`config.mk`:
```
export PLATFORM = sky130hd
export DESIGN_NAME = load_store_unit
export DESIGN_NICKNAME = d
export VERILOG_FILES = /design/src/rtl/load_store_unit.sv
export SDC_FILE = /design/constraint.sdc
export NUM_CORES = 1
export LEC_CHECK = 0
export BUFFER_PORTS_ARGS = -buffer_cell sky130_fd_sc_hd__buf_2
export CAP_MARGIN = 10
export CORE_ASPECT_RATIO = 0.5
export CORE_UTILIZATION = 56
export DETAILED_ROUTE_END_ITERATION = 8
export GPL_TIMING_DRIVEN = 0
export PLACE_DENSITY = 0.87
export SYNTH_ARGS = -nofsm -noshare
export SYNTH_HDL_FRONTEND = slang
export SYNTH_SLANG_ARGS = --single-unit
```
`constraint.sdc`:
```
create_clock -name clk -period 4.3 [get_ports clk]
set_clock_uncertainty 0.15 [all_clocks]
set_input_delay 0.86 -clock clk [delete_from_list [all_inputs] [get_ports clk]]
set_output_delay 0.86 -clock clk [all_outputs]
set_load 0.05 [all_outputs]
```
`src/rtl/load_store_unit.sv`:
```
// load_store_unit: byte/halfword/word load-store front end for a word-only
// data memory. Sub-word stores are done as read-modify-write; loads are
// lane-selected and sign/zero extended before the one-cycle response.
module load_store_unit #(
  parameter int MEM_WORDS = 64
) (
  input  logic        clk,
  input  logic        reset_n,
  input  logic        req_valid,
  output logic        req_ready,
  input  logic        req_we,
  input  logic [2:0]  req_funct3,
  input  logic [31:0] req_addr,
  input  logic [31:0] req_wdata,
  output logic        resp_valid,
  output logic [31:0] resp_rdata,
  output logic        resp_err,
  output logic        mem_we,
  output logic [31:0] mem_a,
  output logic [31:0] mem_wd,
  input  logic [31:0] mem_rd
);

  typedef enum logic [1:0] {
    IDLE = 2'd0,
    RD   = 2'd1,
    WR   = 2'd2,
    RESP = 2'd3
  } state_t;

  localparam logic [31:0] MEM_WORDS_W = 32'(MEM_WORDS);

  state_t      state_q, state_d;
  logic        we_q, we_d;
  logic        err_q, err_d;
  logic [2:0]  funct3_q, funct3_d;
  logic [31:0] addr_q, addr_d;
  logic [31:0] wdata_q, wdata_d;
  logic [31:0] word_q, word_d;

  logic        legal_f3;
  logic        misaligned;
  logic        out_of_range;
  logic        req_err;
  logic [31:0] word_addr;
  logic [31:0] merged;
  logic [31:0] load_data;
  logic [7:0]  byte_sel;
  logic [15:0] half_sel;

  // Classify the incoming request; only meaningful in IDLE when it is accepted.
  always_comb begin
    legal_f3     = 1'b0;
    misaligned   = 1'b0;
    out_of_range = 1'b0;
    if (req_we) begin
      // stores: SB, SH, SW only
      legal_f3 = !req_funct3[2] && (req_funct3[1:0] != 2'b11);
    end else begin
      // loads: B, H, W, BU, HU
      legal_f3 = (req_funct3[1:0] != 2'b11) && !(req_funct3[2] && req_funct3[1]);
    end
    if ((req_funct3[1:0] == 2'b01) && req_addr[0]) begin
      misaligned = 1'b1;
    end
    if ((req_funct3[1:0] == 2'b10) && (req_addr[1:0] != 2'b00)) begin
      misaligned = 1'b1;
    end
    out_of_range = ({2'b00, req_addr[31:2]} >= MEM_WORDS_W);
    req_err      = !legal_f3 || misaligned || out_of_range;
  end

  // Next state and request latching.
  always_comb begin
    state_d  = state_q;
    we_d     = we_q;
    err_d    = err_q;
    funct3_d = funct3_q;
    addr_d   = addr_q;
    wdata_d  = wdata_q;
    word_d   = word_q;
    case (state_q)
      IDLE: begin
        if (req_valid) begin
          we_d     = req_we;
          funct3_d = req_funct3;
          addr_d   = req_addr;
          wdata_d  = req_wdata;
          err_d    = req_err;
          if (req_err) begin
            state_d = RESP;
          end else if (!req_we) begin
            state_d = RD;
          end else if (req_funct3[1:0] == 2'b10) begin
            state_d = WR;
          end else begin
            state_d = RD;  // sub-word store needs the old word first
          end
        end
      end
      RD: begin
        word_d  = mem_rd;
        state_d = we_q ? WR : RESP;
      end
      WR: begin
        state_d = RESP;
      end
      RESP: begin
        state_d = IDLE;
      end
      default: begin
        state_d = IDLE;
      end
    endcase
  end

  // Lane merge for stores and lane extract/extend for loads.
  always_comb begin
    word_addr = {addr_q[31:2], 2'b00};
    byte_sel  = word_q[{addr_q[1:0], 3'b000} +: 8];
    half_sel  = word_q[{addr_q[1], 4'b0000} +: 16];
    merged    = word_q;
    case (funct3_q[1:0])
      2'b00:   merged[{addr_q[1:0], 3'b000} +: 8] = wdata_q[7:0];
      2'b01:   merged[{addr_q[1], 4'b0000} +: 16] = wdata_q[15:0];
      default: merged = wdata_q;
    endcase
    case (funct3_q)
      3'b000:  load_data = {{24{byte_sel[7]}}, byte_sel};
      3'b100:  load_data = {24'h000000, byte_sel};
      3'b001:  load_data = {{16{half_sel[15]}}, half_sel};
      3'b101:  load_data = {16'h0000, half_sel};
      default: load_data = word_q;
    endcase
  end

  // Outputs decoded from the current state so reset clears them at once.
  always_comb begin
    req_ready  = 1'b0;
    resp_valid = 1'b0;
    resp_rdata = 32'h0;
    resp_err   = 1'b0;
    mem_we     = 1'b0;
    mem_a      = 32'h0;
    mem_wd     = 32'h0;
    case (state_q)
      IDLE: req_ready = 1'b1;
      RD:   mem_a = word_addr;
      WR: begin
        mem_we = 1'b1;
        mem_a  = word_addr;
        mem_wd = merged;
      end
      RESP: begin
        resp_valid = 1'b1;
        resp_err   = err_q;
        if (!err_q && !we_q) begin
          resp_rdata = load_data;
        end
      end
      default: begin
        req_ready = 1'b0;
      end
    endcase
  end

  // State and latched request registers.
  always_ff @(posedge clk or negedge reset_n) begin
    if (!reset_n) begin
      state_q  <= IDLE;
      we_q     <= 1'b0;
      err_q    <= 1'b0;
      funct3_q <= 3'b000;
      addr_q   <= 32'h0;
      wdata_q  <= 32'h0;
      word_q   <= 32'h0;
    end else begin
      state_q  <= state_d;
      we_q     <= we_d;
      err_q    <= err_d;
      funct3_q <= funct3_d;
      addr_q   <= addr_d;
      wdata_q  <= wdata_d;
      word_q   <= word_d;
    end
  end

endmodule

```
==> metrics.cfg <==
[synth]
post-synth-top-area-fraction=0.415
ys_seq_elements=103
synthFlopType=sky130_fd_sc_hd__dfrtp_1
distinct_cells_synth=54
largest_cells_by_area_after_synthesis=sky130_fd_sc_hd__dfrtp_1 (41%), sky130_fd_sc_hd__mux2_2 (18%), sky130_fd_sc_hd__mux2i_1 (3.7%), sky130_fd_sc_hd__and2_1 (3.3%), sky130_fd_sc_hd__nor2b_1 (2.6%)
syn_inst=566
post_synth_instance_area_sq_um=6220
number_of_enable_flip_flop_cells_after_synthesis=0
async_set_or_reset_register_ratio_after_synthesis=1.00
post_synth.cell_area_avg_sq_um=11.0
synth.yosys.seq_area_share=0.415
yosys_warnings=0
synth_largest_area_cell=sky130_fd_sc_hd__dfrtp_1

[job]
cap_viol_max_count=0

[clock_network]
postCtsSetupRepairBufs=0
cts_htree_levels=3
clock-sinks=103
ctsResizeCount=0
clock_transition_at_path_regs_ps=80
clk_root_buffer_cell=sky130_fd_sc_hd__clkbuf_16
numCtsBuffers=9
cts_tree=built
max-clock-path-buffers=2
clock_latency_late_sink_ps=350
ctsHoldBuffers=0

[global_route]
global_route_wire_length_before_repair_mm=29.0
global_route.usage.total=0.330
first_global_vias=5506
grt_start_max_net_pins=74
antenna_found_initial=0
overflow_left_after_global_routing=0

[setup_path]
cp-startpoint=addr_q[1]
cp-end-kind=output pin
cp.required_ps=3290
crit_path_top_delay_cell=sky130_fd_sc_hd__ha_1
crit_arrival_ps=3120
worstReg2RegStart=state_q[0]
critical-path-max-stage-delay_ps=480
cp_num_buf_inv=4
critical_path.cell_chain=buf_4 -> clkinv_1 -> ha_1 -> and4b_1 -> clkbuf_1 -> a22o_1 -> nand2_1 -> a21boi_0 -> buf_2
worstSetupPathType=flip-flop to output pin
critical_path.startpoint_type=flip-flop
path_max_fanout=11
timing.critical_path.max_delay_family=buffers and inverters

[routing]
routed_via_density=6.13
final_routed_wire_length_divided_by_cell_count_um=20.1
via_count=5668
wirelength_mm=18.6
drt-pass1-iter-count=8
drt_first_iter_violations=557
drc=0
remaining_number_of_nets_flagged_by_the_antenna_check_after_routing=0

[die]
core.rowCount=26
die_width_um=151
fp.dieArea_sq_um=11600
core_region_area_sq_um=10500
chipHeight_um=76.5
initial_utilization=0.592
ioPinCount=203

[timing]
final_number_of_hold_violating_endpoints=0
final_setup_violating_endpoints=0
grt_setup_unrepaired=false
tightestPinTransition_ps=768
max_clock_freq_mhz=242
final_max_slew_viol_count=0
period_share=0.961
finalCriticalPeriod_ps=4130
timing.slew.headroom=0.488
tns_ps=0

[place]
hpwlAfterDp_mm=14.0
routabilityCongestion=0.950
io_buffers=200

[min_path]
min-delay-path-class=input pin to asynchronous set/reset pin

[outcome]
run_status=finished, final reports clean

[layout]
areaGrowthSynthToFinish_pct=24.8
layout-drive-gt1-share=0.446
diodes=0
design.final.nets=891

cell families after synthesis:
logic type	count (synthesis)	share of synthesized area
DFF	103	0.415
and+or+nand+nor	133	0.124
adders and majority gates	9	0.0181
other	1	0.000603
muxes	127	0.230
buffers and inverters	58	0.0413
AOI/OAI and AO/OA	135	0.171
metal layers:
layer,track usage,share of wire,vias to the layer above
met5,0,0,-
met4,0.0890,0.016,0
met3,0.0940,0.12,28
met2,0.526,0.47,338
met1,0.440,0.40,2755
li1,-,-,2547
sequential cells by signal, indices dropped and copies added, names as in the netlist:
register / cells
wdata_q: 32
we_q: 1
funct3_q: 3
state_q: 2
addr_q: 32
word_q: 32
err_q: 1
path summary, 6_finish.rpt:
| check | endpoint | depth (start not counted) | slack (ps) |
|---|---|---|---|
| setup / recovery | mem_wd[15] | 9 | 170 |
| hold / removal | addr_q[23] | 1 | 280 |
| setup reg to reg | wdata_q[14] | 5 | 1980 |
| hold reg to reg | addr_q[9] | 1 | 350 |
| max in group asynchronous | wdata_q[13] | 2 | 3020 |
| min in group clk | addr_q[9] | 1 | 350 |
cells in the mapped netlist (2+ instances only):
cell and instances:
sky130_fd_sc_hd__dfrtp_1 103, sky130_fd_sc_hd__mux2_2 100, sky130_fd_sc_hd__and2_1 33, sky130_fd_sc_hd__nor2b_1 26, sky130_fd_sc_hd__mux2i_1 23, sky130_fd_sc_hd__clkbuf_1 22, sky130_fd_sc_hd__nand2_1 22, sky130_fd_sc_hd__a21oi_1 21
sky130_fd_sc_hd__a22oi_1 18, sky130_fd_sc_hd__a21o_1 16, sky130_fd_sc_hd__a221o_1 16, sky130_fd_sc_hd__nor2_1 14, sky130_fd_sc_hd__buf_1 10, sky130_fd_sc_hd__buf_2 10, sky130_fd_sc_hd__inv_1 10, sky130_fd_sc_hd__ha_1 9
sky130_fd_sc_hd__nand2b_1 9, sky130_fd_sc_hd__a221oi_1 8, sky130_fd_sc_hd__a22o_1 8, sky130_fd_sc_hd__o221ai_1 8, sky130_fd_sc_hd__a222oi_1 7, sky130_fd_sc_hd__and3_1 7, sky130_fd_sc_hd__o22ai_1 7, sky130_fd_sc_hd__nor4_1 6
sky130_fd_sc_hd__o221a_2 6, sky130_fd_sc_hd__o31a_1 6, sky130_fd_sc_hd__o21ai_0 4, sky130_fd_sc_hd__buf_4 3, sky130_fd_sc_hd__nor3_1 3, sky130_fd_sc_hd__o211ai_1 3, sky130_fd_sc_hd__buf_6 2, sky130_fd_sc_hd__mux4_2 2
sky130_fd_sc_hd__nor4bb_1 2, sky130_fd_sc_hd__or2_2 2
through the flow:
| stage | util | cell area (sq um) | std cells | worst slack (ps) | hold WS, ps |
|---|---|---|---|---|---|
| 2_1_floorplan | - | 6220 | 567 | 413 | 312 |
| 3_3_place_gp | 0.704 | 7400 | 907 | 660 | 330 |
| 3_5_place_dp | 0.707 | 7430 | 908 | 599 | 335 |
| 4_1_cts | 0.738 | 7750 | 924 | 191 | 286 |
| 5_1_grt | 0.738 | 7760 | 924 | 17.7 | 306 |
| 6_report | 0.738 | 7760 | 924 | 168 | 279 |
cell type report:
cell class / instances / area, sq um
flip-flops and latches: 103 / 2580
fillers: 774 / 2750
multi-input cells: 406 / 3390
well taps: 140 / 175
plain buffers: 47 / 218
inverters: 11 / 41.3
clock inverters: 6 / 86.3
repair buffers: 201 / 1030
clock buffers: 10 / 239
cell usage in the layout (no fill, tap or decap), drive strengths merged, types with 9 or more instances in the layout:
cell    count
buf       226
dfrtp     103
mux2      101
and2       33
clkbuf     32
nor2b      26
mux2i      24
nand2      22
a21oi      21
a22oi      18
a21o       16
a221o      16
nor2       15
inv        13
nand2b      9
ha          9
Power is not shown: default switching activity piles up to over one toggle a cycle in this logic, so the estimate is an artifact.
